File: config.mk
export PLATFORM = sky130hd
export DESIGN_NAME = alu_arb_ctrl
export DESIGN_NICKNAME = d
export VERILOG_FILES = /design/src/rtl/alu_arb_ctrl.sv
export SDC_FILE = /design/constraint.sdc
export NUM_CORES = 1
export LEC_CHECK = 0
export BUFFER_PORTS_ARGS = -buffer_cell sky130_fd_sc_hd__clkbuf_2
export CORE_ASPECT_RATIO = 1.1
export CORE_MARGIN = 8
export CORE_UTILIZATION = 42
export DETAILED_ROUTE_END_ITERATION = 6
export PLACE_DENSITY = 0.79
export SYNTH_ARGS = -nofsm -noshare
export SYNTH_HDL_FRONTEND = slang
export SYNTH_SLANG_ARGS = --single-unit
File: constraint.sdc
create_clock -name CLK -period 2.35 [get_ports CLK]
set_input_delay 0.235 -clock CLK [delete_from_list [all_inputs] [get_ports CLK]]
set_output_delay 0.235 -clock CLK [all_outputs]
set_load 0.02 [all_outputs]
File: src/rtl/alu_arb_ctrl.sv
// Two-requester round-robin front end for one shared registered ALU.
// Latency: ALU_LAT+2 cycles from accept to RSP_VALID. Backpressure: RSP_READY low holds RESP and blocks new grants.
// Optional grant counters are enabled by the ALU_ARB_STATS_EN macro.
module alu_arb_ctrl #(
  parameter int WIDTH   = 16,
  parameter int WFUN    = 4,
  parameter int WFLAG   = 4,
  parameter int ALU_LAT = 1
) (
  input  logic             CLK,
  input  logic             RST,
  input  logic             REQ0_VALID,
  output logic             REQ0_READY,
  input  logic [WIDTH-1:0] REQ0_A,
  input  logic [WIDTH-1:0] REQ0_B,
  input  logic [WFUN-1:0]  REQ0_FUN,
  input  logic             REQ1_VALID,
  output logic             REQ1_READY,
  input  logic [WIDTH-1:0] REQ1_A,
  input  logic [WIDTH-1:0] REQ1_B,
  input  logic [WFUN-1:0]  REQ1_FUN,
  output logic [WIDTH-1:0] ALU_A,
  output logic [WIDTH-1:0] ALU_B,
  output logic [WFUN-1:0]  ALU_FUN,
  input  logic [WIDTH-1:0] ALU_OUT,
  input  logic [WFLAG-1:0] ALU_FLAGS,
  output logic             RSP_VALID,
  input  logic             RSP_READY,
  output logic             RSP_ID,
  output logic [WIDTH-1:0] RSP_DATA,
  output logic [WFLAG-1:0] RSP_FLAGS,
  output logic             BUSY
`ifdef ALU_ARB_STATS_EN
  ,
  output logic [15:0]      GNT0_CNT,
  output logic [15:0]      GNT1_CNT
`endif
);

  typedef enum logic [1:0] {IDLE, EXEC, CAPT, RESP} state_t;

  localparam logic [2:0] LAT_LOAD = 3'(ALU_LAT);

  state_t     state, next_state;
  logic       last_id;
  logic [2:0] lat_cnt;
  logic       any_req;
  logic       winner;
  logic       accept;

  assign any_req = REQ0_VALID | REQ1_VALID;
  // On a tie the requester that did not win last time goes next.
  assign winner  = (REQ0_VALID & REQ1_VALID) ? ~last_id : ~REQ0_VALID;

  always_ff @(posedge CLK) begin
    if (RST) state <= IDLE;
    else     state <= next_state;
  end

  always_comb begin
    next_state = state;
    case (state)
      IDLE: if (any_req) next_state = EXEC;
      EXEC: if (lat_cnt <= 3'd1) next_state = CAPT;
      CAPT: next_state = RESP;
      RESP: if (RSP_READY) next_state = IDLE;
      default: next_state = IDLE;
    endcase
  end

  // Accept is gated by RST so nothing is granted while reset is held.
  always_comb begin
    accept     = (state == IDLE) && any_req && !RST;
    REQ0_READY = accept && !winner;
    REQ1_READY = accept && winner;
    BUSY       = (state != IDLE);
  end

  always_ff @(posedge CLK) begin
    if (RST) begin
      ALU_A     <= '0;
      ALU_B     <= '0;
      ALU_FUN   <= '0;
      RSP_VALID <= 1'b0;
      RSP_ID    <= 1'b0;
      RSP_DATA  <= '0;
      RSP_FLAGS <= '0;
      last_id   <= 1'b1;
      lat_cnt   <= 3'd0;
    end else begin
      if (accept) begin
        ALU_A   <= winner ? REQ1_A   : REQ0_A;
        ALU_B   <= winner ? REQ1_B   : REQ0_B;
        ALU_FUN <= winner ? REQ1_FUN : REQ0_FUN;
        RSP_ID  <= winner;
        last_id <= winner;
        lat_cnt <= LAT_LOAD;
      end
      if (state == EXEC) lat_cnt <= lat_cnt - 3'd1;
      if (state == CAPT) begin
        RSP_DATA  <= ALU_OUT;
        RSP_FLAGS <= ALU_FLAGS;
        RSP_VALID <= 1'b1;
      end
      if (state == RESP && RSP_READY) RSP_VALID <= 1'b0;
    end
  end

`ifdef ALU_ARB_STATS_EN
  always_ff @(posedge CLK) begin
    if (RST) begin
      GNT0_CNT <= '0;
      GNT1_CNT <= '0;
    end else begin
      if (REQ0_READY && GNT0_CNT != 16'hFFFF) GNT0_CNT <= GNT0_CNT + 16'd1;
      if (REQ1_READY && GNT1_CNT != 16'hFFFF) GNT1_CNT <= GNT1_CNT + 16'd1;
    end
  end
`endif

endmodule

==> results of run 1 <==
[synthesized netlist by cell type, drive strengths merged, types with 2 or more instances]
cell type  count  area share
nor2b          3      0.0075
nor2          42       0.063
ha             6       0.030
a311oi         2      0.0070
a21oi         23       0.046
mux2i         20       0.080
nand2b         2      0.0050
buf           15       0.033
o21ai          3      0.0060
inv            6      0.0090
nand2         22       0.033
dfxtp         64        0.51
a222oi        17       0.068
a22oi         19       0.057
nor3           2      0.0040
a211oi         2      0.0060
clkbuf         7       0.011
[worst max-delay path: stages, from the launching register on]
cell	delay [ps]
dfxtp_1	330
inv_1	100
ha_1	270
nand3b_1	120
a21oi_2	110
buf_4	370
clkbuf_2	250
[worst min-delay path by stage]
stage	startpoint	end	slack [ps]	depth (start not counted)
detailed placement	RSP_READY	RSP_VALID	440	2
global placement	RSP_READY	RSP_VALID	440	2
global route	RSP_READY	RSP_VALID	100	2
CTS	RSP_READY	RSP_VALID	80	2
finish	RSP_READY	RSP_VALID	100	2
floorplan	RSP_READY	RSP_VALID	340	1
[cells in the final DEF, fill, tap and decap left out, types with 2 or more instances in the layout]
cell and n:
ha_1 6, a22oi_1 19, nand2_1 22, clkbuf_2 157, a21oi_1 22, nor2_1 42, a311oi_1 2, buf_4 5
a222oi_1 17, inv_1 5, dfxtp_1 64, buf_12 2, mux2i_1 20, clkbuf_8 10, bufinv_16 2, a211oi_1 2
nor2b_1 3, nand2b_1 2, o21ai_0 3
[sequential cells by signal, summed over array words and instances (netlist names)]
name,flops
ALU_A,16
ALU_FUN,4
last_id,1
RSP_DATA,16
RSP_FLAGS,4
RSP_VALID,1
lat_cnt,3
ALU_B,16
RSP_ID,1
state,2
[layer usage]
metal | vias to the layer above | part of all wire | global-route usage
li1 | 1247 | - | -
met1 | 1166 | 0.39 | 0.203
met2 | 119 | 0.49 | 0.304
met3 | 19 | 0.089 | 0.0465
met4 | 0 | 0.031 | 0.100
met5 | - | 0 | 0
[where the power goes]
group	switching (mW)	leakage (nW)	internal, mW
Sequential	0.129	0.522	1.29
Combinational	0.747	1.05	0.518
Clock	0.426	0.113	0.629
Total	1.30	1.69	2.44
[cell type report]
type,count,area share
sequential,64,0.357
inverter,6,0.00628
multi-input combinational,169,0.305
clock buffer,10,0.0384
timing repair buffer,164,0.241
clock inverter,6,0.0251
tap,77,0.0269
[logic make-up after synthesis]
family,count (synthesis),share of synthesized area
flip-flops,64,0.513
adder cells (fa/ha/maj),6,0.0300
AO/OA/AOI/OAI,69,0.202
buffers and inverters,28,0.0526
AND/OR/NAND/NOR,73,0.118
multiplexers,21,0.0846
[metrics by stage]
step | cell area, um^2 | setup slack [ps] | power (mW)
5_1_grt | 3590 | 93.2 | 3.98
3_5_place_dp | 3360 | 504 | 2.72
2_1_floorplan | 2500 | 583 | 2.27
6_report | 3590 | 233 | 3.74
4_1_cts | 3590 | 228 | 3.78
3_3_place_gp | 3360 | 620 | 2.67
==> run_results.csv, run 1 <==
group,metric,value,unit
hold_path,holdCritPathClass,"primary input to register",
power_and_ir_drop,p_leak,1.69,nW
clocking,postCtsHoldBufs,0,
timing,fin_crit,2120,ps
clocking,tritoncts,"done",
cells_and_area,finalNetCount,517,
cells_and_area,fillers,491,
setup_path,startpoint,"state[1]",
setup_path,end_kind,"output port",
route,wl_per_cell,16.0,um
clocking,clock_path_buffers,2,
setup_path,regToRegSetupSlack,490,ps
clocking,postCtsResizedCells,0,
timing,whs,97.9,ps
clocking,cts_htree_levels,3,
floorplan,die_y,96.9,um
clocking,cts_num_sinks,64,
synthesis,ys_seq_elements,64,
synthesis,syn_area,2500,um^2
global_routing,grtUsageTotal,0.183,
synthesis,yosysWarnings,0,
timing,rsz0062_at_grt,"false",
timing,slew_viol_final,0,
synthesis,synth_edf_count,0,
global_routing,grt_max_degree,54,
setup_path,critPathRequiredTime,2120,ps
floorplan,rows,29,
setup_path,critPathKind,"register to output port",
placement,place_inst,480,
cells_and_area,final_core_util,0.622,
route,viasPerCell,5.14,
floorplan,die_area,8680,um^2
cells_and_area,drive_gt1_frac,0.442,
synthesis,ys.flop_type,"dfxtp_1",
cells_and_area,antenna_cells,0,
timing,clock.fmax,0.472,GHz
cells_and_area,syn_to_final_growth,43.5,%
clocking,postCtsSetupBuffers,0,
clocking,clk_pin_slew,70,ps
setup_path,critical_path.max_fanout,38,
route,drc,0,
synthesis,ys_types,26,
route,drtAntennaViolNets,0,
floorplan,core,5770,um^2
timing,finalHoldViolCount,0,
clocking,cts-buffers-inserted,9,
timing,layout_worst_path_cycle_share,0.901,
global_routing,grt_pass1_vias,2552,
global_routing,antenna_found_initial,0,
outcome,status,"completed",
timing,worst_pin_slew,793,ps
timing,relSlewSlack,0.466,
placement,place_congestion,0.761,
setup_path,rr_startpoint,"state[1]",
timing,finClkSkew,16.7,ps
synthesis,synth_seq_area_share,0.513,
route,routed_wl,7.95,mm
route,num_vias,2551,
route,drt_iter0_markers,146,
cells_and_area,stdcell_count,496,
run,drv_cap,0,
power_and_ir_drop,ir_worst_vdd,0.488,mV
global_routing,grt_pass1_wl,12.4,mm
synthesis,synth_fp_nets,364,
setup_path,rr_endpoint,"ALU_A[15]",
placement,io_buffer_count,157,
floorplan,ios,158,
cells_and_area,multi_input_area,1090,um^2
synthesis,synthArstFlopShare,0,
cells_and_area,seqCellArea,1280,um^2
synthesis,syn_avg_cell_area,9.57,um^2
clocking,clock_latency,340,ps
power_and_ir_drop,pwr_density_cell,1040,nW/um^2
setup_path,ff2ff_path_depth,7,
global_routing,grt-ovfl-total,0,
setup_path,arrival,1880,ps
timing,finalSetupViolCount,0,
floorplan,fp.dieW,89.5,um
synthesis,syn-instance-count,261,
setup_path,worstSetupEndpoint,"REQ1_READY",
floorplan,start_util,0.433,
placement,hpwlAfterDp,6.10,mm
clocking,cts_root_buffer,"clkbuf_8",
timing,tns,0,ps
setup_path,crit_path_start_kind,"register",
route,firstDrtPassIters,5,
Note: power is estimated with default switching activity, not from simulation.
==> inputs of run 2 (changes only) <==
Settings changed: CELL_PAD_IN_SITES_DETAIL_PLACEMENT set to 2, CELL_PAD_IN_SITES_GLOBAL_PLACEMENT set to 2, CORE_UTILIZATION 42 to 23, PLACE_DENSITY 0.79 to unset, PLACE_DENSITY_LB_ADDON set to 0.1.
==> run 2 against run 1 <==
Sequential power is essentially flat. Critical path depth unchanged. Die area up 67%. Register-to-register slack lost 80 ps. Count of clock-buffer cells in the layout unchanged. First-iteration DRC count rose by 3.4%. Clock power up 10%. Non-clock buffer count stayed put. Power increased by 3.4%. Maximum frequency grew 3.4%. Via count up 2.2%. Design area rose by 3.4%. Critical path type unchanged. Highest routed layer unchanged.
==> run_results.csv, run 2 (synthesis gave the netlist of run 1 again) <==
group,metric,value,unit
timing,relSlewSlack,0.682,
timing,finalSetupViolCount,0,
cells_and_area,antenna_cells,0,
clocking,clock_latency,320,ps
global_routing,antenna_found_initial,0,
setup_path,arrival,1810,ps
floorplan,core,10800,um^2
placement,io_buffer_count,157,
timing,worst_pin_slew,476,ps
power_and_ir_drop,pwr_density_cell,1040,nW/um^2
clocking,postCtsSetupBuffers,0,
floorplan,start_util,0.232,
setup_path,crit_path_start_kind,"register",
timing,finClkSkew,4.55,ps
cells_and_area,top_regs,"ALU_A: 16 flops, ALU_B: 16 flops, RSP_DATA: 16 flops",
route,num_vias,2607,
floorplan,fp.dieW,115,um
cells_and_area,mostFrequentLayoutCells,"clkbuf_2 (157), dfxtp_1 (64), nor2_1 (42), nand2_1 (22), a21oi_1 (22)",
clocking,tritoncts,"done",
setup_path,rr_endpoint,"ALU_B[13]",
global_routing,grt_pass1_vias,2749,
setup_path,end_kind,"output port",
timing,rsz0062_at_grt,"false",
setup_path,critPathRequiredTime,2120,ps
route,routed_wl,9.93,mm
run,drv_cap,0,
clocking,postCtsHoldBufs,0,
timing,slew_viol_final,0,
clocking,cts_root_buffer,"clkbuf_16",
setup_path,path_buf_inv,3,
hold_path,holdPathEnd,"RSP_VALID",
global_routing,grt-ovfl-total,0,
setup_path,critical_path.max_fanout,38,
timing,finalHoldViolCount,0,
global_routing,grtUsageTotal,0.135,
route,drc,0,
global_routing,grt_max_degree,44,
floorplan,ios,158,
placement,hpwlAfterDp,7.44,mm
outcome,status,"completed",
global_routing,grt_pass1_wl,15.0,mm
timing,tns,0,ps
hold_path,min-delay-start,"RSP_READY",
cells_and_area,drive_gt1_frac,0.438,
route,wl_per_cell,17.6,um
power_and_ir_drop,p_leak,1.71,nW
placement,place_congestion,0.693,
setup_path,rr_startpoint,"state[1]",
route,drt_iter0_markers,151,
route,firstDrtPassIters,7,
hold_path,holdCritPathClass,"primary input to register",
clocking,clk_pin_slew,50,ps
setup_path,worst_path_largest_cell_delay,320,ps
setup_path,cp_slowest_cell,"dfxtp_1",
route,drtAntennaViolNets,0,
cells_and_area,final_common_cell,"clkbuf_2",
clocking,cts_htree_levels,3,
clocking,clock_path_buffers,2,
timing,layout_worst_path_cycle_share,0.871,
clocking,postCtsResizedCells,0,
setup_path,crit_chain,"inv_1, ha_1, nand3b_1, a21oi_4, buf_12, clkbuf_2",
timing,whs,115,ps
setup_path,ff2ff_path_depth,7,
timing,fin_crit,2050,ps
cells_and_area,finalNetCount,517,
cells_and_area,syn_to_final_growth,48.4,%
route,viasPerCell,4.61,
power_and_ir_drop,ir_worst_vdd,0.313,mV
clocking,cts-buffers-inserted,9,
cells_and_area,final_core_util,0.345,
floorplan,die_y,125,um
timing,clock.fmax,0.488,GHz
floorplan,die_area,14500,um^2
clocking,cts_num_sinks,64,
floorplan,rows,40,
hold_path,hold_depth,2,
setup_path,cpLargestDelayFamily,"buffers and inverters",
setup_path,regToRegSetupSlack,410,ps
setup_path,critPathKind,"register to output port",
[run 2: changes by cell type in the layout (fill, tap and decap cells not counted)]
cell / delta
clkbuf_8: -10
clkbuf_16: +9
clkinv_2: +4
bufinv_16: -2
a21oi_2: -1
a21oi_4: +1
clkbuf_1: +1
clkinv_4: -1
clkinvlp_4: -1
inv_6: -1
o21ai_0: -1
o21ai_1: +1
[run 2: worst max path at each step]
stage          startpoint          to  cells past startpoint
3_3_place_gp     state[1]    ALU_A[6]                      7
3_5_place_dp     state[1]   ALU_B[13]                      7
4_1_cts          state[1]  REQ1_READY                      6
2_1_floorplan    state[1]    ALU_A[0]                      8
5_1_grt          state[1]  REQ1_READY                      6
6_report         state[1]  REQ1_READY                      6
[run 2: area by class of cell]
type,instances,area [um^2]
fillers,1223,7050
well taps,147,184
repair buffers,164,863
clock inverters,5,25.0
multi-input cells,169,1100
inverters,6,22.5
flip-flops and latches,64,1280
clock buffers,10,229
[run 2: routing by layer]
| layer | up-vias | wire [um] | global-route usage |
|---|---|---|---|
| met2 | 92 | 4840 | 0.223 |
| met3 | 10 | 808 | 0.0448 |
| li1 | 1245 | - | - |
| met1 | 1260 | 4140 | 0.154 |
| met4 | 0 | 136 | 0.0580 |
| met5 | - | 0 | 0 |
[run 2: power by group]
| group | internal, mW | switching [mW] |
|---|---|---|
| Clock | 0.697 | 0.468 |
| Sequential | 1.30 | 0.125 |
| Combinational | 0.510 | 0.776 |
[run 2: worst register-to-register path: cells and delay by family, from the launching register on]
family / cells / cell delay (ps)
adder cells (fa/ha/maj): 1 / 300
AO/OA/AOI/OAI: 1 / 330
flip-flops: 1 / 320
AND/OR/NAND/NOR: 2 / 440
buffers and inverters: 3 / 410
[run 2: metrics by stage]
stage          instance area [um^2]  power [mW]  cells  worst slack [ps]
5_1_grt                        3710        4.13    565               176
6_report                       3710        3.87    565               303
3_5_place_dp                   3450        2.76    550               393
4_1_cts                        3710        3.97    565               254
3_3_place_gp                   3450        2.72    550               522
2_1_floorplan                  2500        2.27    261               583
